`src/rtl/urp_pcie_rx_phy_deframer.sv`:
```
// urp_pcie_rx_phy_deframer: assembles 9-beat lane frames into a 268-bit TLP word,
// flags malformed frames with a pulse and a saturating error count.
module urp_pcie_rx_phy_deframer #(
  parameter int ERR_CNT_W = 8
) (
  input  logic                 clk,
  input  logic                 rst_n,
  input  logic [31:0]          lane_data_i,
  input  logic                 lane_sop_i,
  input  logic                 lane_eop_i,
  input  logic                 lane_valid_i,
  output logic                 lane_ready_o,
  output logic [267:0]         tlp_data_o,
  output logic                 tlp_valid_o,
  input  logic                 tlp_ready_i,
  output logic                 frame_err_o,
  output logic [ERR_CNT_W-1:0] err_cnt_o
);
  typedef enum logic [1:0] {IDLE, COLLECT, HOLD} state_t;
  state_t               r_state;
  logic [3:0]           r_cnt;
  logic [267:0]         r_data;
  logic                 r_ready;
  logic                 r_valid;
  logic                 r_err;
  logic [ERR_CNT_W-1:0] r_err_cnt;
  logic                 w_beat;
  logic                 w_last;
  logic                 w_err;
  logic [8:0]           w_base;
  assign w_beat = lane_valid_i & r_ready;
  assign w_last = r_cnt == 4'd8;
  assign w_base = 9'd267 - {r_cnt, 5'd0};
  // A COLLECT beat is bad if it restarts a frame or its eop disagrees with the beat position
  always_comb begin
    w_err = w_beat && (r_state == IDLE    ? (!lane_sop_i || lane_eop_i) :
                       r_state == COLLECT ? (lane_sop_i || (w_last ? !lane_eop_i : lane_eop_i)) :
                                            1'b0);
  end
  always_ff @(posedge clk or negedge rst_n) begin
    if (!rst_n) begin
      r_state   <= IDLE;
      r_cnt     <= 4'd0;
      r_data    <= '0;
      r_ready   <= 1'b0;
      r_valid   <= 1'b0;
      r_err     <= 1'b0;
      r_err_cnt <= '0;
    end else begin
      r_err <= w_err;
      if (w_err && !(&r_err_cnt)) r_err_cnt <= r_err_cnt + 1'b1;
      case (r_state)
        IDLE: begin
          r_ready <= 1'b1;
          if (w_beat && lane_sop_i && !lane_eop_i) begin
            r_data[267:236] <= lane_data_i;
            r_cnt           <= 4'd1;
            r_state         <= COLLECT;
          end
        end
        COLLECT: begin
          if (w_beat) begin
            if (lane_sop_i) begin
              r_data[267:236] <= lane_data_i;
              r_cnt           <= 4'd1;
            end else if (w_err) begin
              r_cnt   <= 4'd0;
              r_state <= IDLE;
            end else if (w_last) begin
              r_data[11:0] <= lane_data_i[11:0];
              r_cnt        <= 4'd0;
              r_state      <= HOLD;
              r_valid      <= 1'b1;
              r_ready      <= 1'b0;
            end else begin
              r_data[w_base -: 32] <= lane_data_i;
              r_cnt                <= r_cnt + 4'd1;
            end
          end
        end
        HOLD: begin
          if (tlp_ready_i) begin
            r_state <= IDLE;
            r_valid <= 1'b0;
            r_ready <= 1'b1;
          end
        end
        default: r_state <= IDLE;
      endcase
    end
  end
  assign lane_ready_o = r_ready;
  assign tlp_data_o   = r_data;
  assign tlp_valid_o  = r_valid;
  assign frame_err_o  = r_err;
  assign err_cnt_o    = r_err_cnt;
endmodule

```
`config.mk`:
```
export PLATFORM = sky130hd
export DESIGN_NAME = urp_pcie_rx_phy_deframer
export DESIGN_NICKNAME = d
export VERILOG_FILES = /design/src/rtl/urp_pcie_rx_phy_deframer.sv
export SDC_FILE = /design/constraint.sdc
export NUM_CORES = 1
export LEC_CHECK = 0
export BUFFER_PORTS_ARGS = -buffer_cell sky130_fd_sc_hd__buf_4
export CORE_AREA = 2 2 167 169
export DETAILED_ROUTE_END_ITERATION = 6
export DIE_AREA = 0 0 169 171
export PLACE_DENSITY = 0.78
export SLEW_MARGIN = 25
export SYNTH_ARGS = -nofsm -noshare
export SYNTH_HDL_FRONTEND = slang
export SYNTH_SLANG_ARGS = --single-unit
```
`constraint.sdc`:
```
create_clock -name clk -period 3.55 [get_ports clk]
set_clock_uncertainty 0.2 [all_clocks]
set_input_delay 0.1775 -clock clk [delete_from_list [all_inputs] [get_ports clk]]
set_output_delay 0.1775 -clock clk [all_outputs]
set_load 0.005 [all_outputs]
```
==> results.json <==
{
  "ctsHoldBuffers": 41,
  "layout.nets": 1490,
  "die_w_microns": 169,
  "slew-limit-headroom": 0.336,
  "first_global_vias": 9670,
  "diodes": 0,
  "top_level_ports": 317,
  "synth_fa_ha_area_frac": 0.00731,
  "finalCriticalPeriod_ps": 3280,
  "drive_gt1_frac": 0.342,
  "via_per_inst": 5.39,
  "post_cts_buffers": 0,
  "rows": 61,
  "setup_tns_ps": 0,
  "rsz0062_at_grt": "false",
  "netlist_area_sq_um": 12000,
  "async_flop_share": 1.00,
  "cp_max_fo": 64,
  "die_y_microns": 171,
  "avgRoutedWirePerCell_microns": 21.0,
  "multi_input_area_sq_um": 4290,
  "synth_top_family_by_area": "compound AO/OA/AOI/OAI gates",
  "globalplace.congestion": 0.842,
  "path_clk_slew_ps": 70,
  "drv_slew": 0,
  "grt_first_pass_wirelength_microns": 57400,
  "register_area_sq_um": 7130,
  "fillers": 2260,
  "cts_max_path_buffers": 3,
  "synth_simple_gate_area_frac": 0.151,
  "avgSynthCellArea_sq_um": 10.8,
  "ys_types": 53,
  "synthFlopType": "dfrtp_1",
  "finalSetupViolCount": 0,
  "cts_buffers": 30,
  "drc": 0,
  "drt-initial-drc-count": 725,
  "synth_nets": 1156,
  "cts_sinks": 285,
  "ys_seq_area_frac": 0.596,
  "synth_mux_area_frac": 0.0122,
  "cap_violations": 0,
  "max_freq_mhz": 305,
  "cp_num_buf_inv": 2,
  "port_buffers": 316,
  "ys_ff_latch": 285,
  "start_util": 0.438,
  "post_cts_resized": 0,
  "clock-root-buffer": "clkbuf_16",
  "stdcell_count": 1812,
  "syn_inst": 1111,
  "track_usage": 0.260,
  "place.detailed.instances": 1716,
  "total_power_mw": 9.96,
  "cp_data_required_time_ps": 3750,
  "p_leak_nw": 7.65,
  "path_delay_family": "simple AND/OR/NAND/NOR gates",
  "global_route.overflow_total": 0,
  "critPathArrivalTime_ps": 3480,
  "htreeDepth": 1,
  "core-area_sq_um": 27300,
  "hold_violations": 0,
  "cp_slowest_stage_delay_ps": 530,
  "antenna_found_initial": 0,
  "worstPathCellList": "inv_1, ha_1, and3b_1, nor4b_4, buf_4, nand3_4, nand2_1, o21ai_1",
  "synth_compound_area_frac": 0.179,
  "critPathKind": "reg2reg",
  "cp-end-kind": "register",
  "grt_max_degree": 125,
  "ant_nets": 0,
  "cts_tree": "yes",
  "fp.dieArea_sq_um": 28900,
  "routed_wl_microns": 38000,
  "slowest_stage": "nor4b_4",
  "hold_path.class": "reg2reg",
  "dpl_cell_area_sq_um": 14400,
  "ir_drop_uv": 375,
  "design_area_sq_um": 15900,
  "min_period_over_period": 0.923,
  "dr.pass1.iters": 5,
  "start_kind": "register",
  "vias": 9762,
  "power.density_nw_per_um2": 627,
  "ys.warnings.count": 0,
  "dp_hpwl_microns": 25200,
  "worst_pin_slew_ps": 996,
  "synth_edf_count": 0,
  "area_delta_synth_final_pct": 32.5,
  "synth_xor_area_frac": 0.00742,
  "outcome": "finished clean",
  "clk_latency_ps": 560
}
## cell type report
class,instances,area share
clock buffer,44,0.0564
clock inverter,9,0.00631
inverter,6,0.00142
multi-input combinational,745,0.270
sequential,285,0.449
tap,346,0.0273
timing repair buffer,377,0.189
## synthesized netlist by cell type, types with 2 or more instances
master,n,area share
and3b_1,2,0.0015
a22o_1,44,0.032
nand3b_1,3,0.0019
nor2_1,6,0.0019
o21a_1,2,0.0013
and3_1,6,0.0031
xor2_1,2,0.0015
o21ai_2,94,0.069
nand4_1,3,0.0016
nand2b_1,2,0.0010
ha_1,7,0.0073
xnor2_1,5,0.0037
o21ai_0,11,0.0046
mux2_1,10,0.0094
nand2_1,342,0.11
dfrtp_1,285,0.60
buf_2,22,0.0092
buf_4,4,0.0025
nand3_4,7,0.010
mux2_2,3,0.0028
a21oi_1,2,0.00084
buf_6,30,0.028
clkbuf_1,18,0.0056
inv_1,6,0.0019
a21o_1,2,0.0013
o21ai_1,130,0.054
nand3_1,37,0.015
## final timing paths
path	cells past startpoint	slack, ps	start	endpoint
min	2	280	tlp_data_o[193]$_DFFE_PN0P_	tlp_data_o[193]$_DFFE_PN0P_
max reg2reg	8	270	r_cnt[1]$_DFFE_PN0P_	tlp_data_o[30]$_DFFE_PN0P_
min reg2reg	2	280	tlp_data_o[193]$_DFFE_PN0P_	tlp_data_o[193]$_DFFE_PN0P_
max in group asynchronous	5	1560	rst_n	tlp_data_o[163]$_DFFE_PN0P_
min in group asynchronous	3	430	rst_n	tlp_data_o[54]$_DFFE_PN0P_
max	8	270	r_cnt[1]$_DFFE_PN0P_	tlp_data_o[30]$_DFFE_PN0P_
## layer usage
metal,share of wire,global-route usage
met4,0.039,0.101
met3,0.089,0.0740
met5,0,0
met2,0.47,0.413
met1,0.41,0.338
## cells by family after synthesis
logic type / after synthesis
simple gates: 418
compound gates: 299
flops: 285
buf+inv: 81
mux: 13
xor+xnor: 8
fa+ha+maj: 7
## cell usage in the layout, fill, tap and decap left out, types with 3 or more instances in the layout
cell	instances
inv_1	6
mux2_2	3
dfrtp_1	285
nand2_1	342
nor2_1	4
clkbuf_1	6
xnor2_1	5
nand4_1	3
clkinv_2	5
dlygate4sd3_1	42
clkbuf_8	7
nand3_1	37
o21ai_1	130
nand3b_1	3
and3_1	6
ha_1	7
mux2_1	10
o21ai_2	94
nand3_4	7
buf_12	3
clkbuf_16	31
a22o_1	44
buf_4	330
o21ai_0	11
## report_power, final
part           internal [mW]  total [mW]  switching [mW]
registers               3.74        4.08           0.339
logic                   1.15        2.72            1.56
clock network           1.88        3.16            1.29
## state kept, by name (all words and copies together) (netlist names)
| name | count |
|---|---|
| err_cnt_o | 8 |
| r_state | 2 |
| lane_ready_o | 1 |
| tlp_data_o | 268 |
| tlp_valid_o | 1 |
| frame_err_o | 1 |
| r_cnt | 4 |
## worst reg2reg max path: cells and delay by family (launching register included)
kind / cells / cell delay (ps)
adders and majority gates: 1 / 280
AOI/OAI and AO/OA: 1 / 100
DFF: 1 / 510
buffers and inverters: 2 / 430
and+or+nand+nor: 4 / 1590
## per-stage QoR
stage	worst slack [ps]	hold slack, ps	utilization
floorplan	815	-318	-
detailed placement	332	159	0.528
global route	61.4	297	0.581
global placement	507	147	0.528
CTS	267	155	0.579
finish	273	277	0.581
Power figures use the tool's default switching activity.
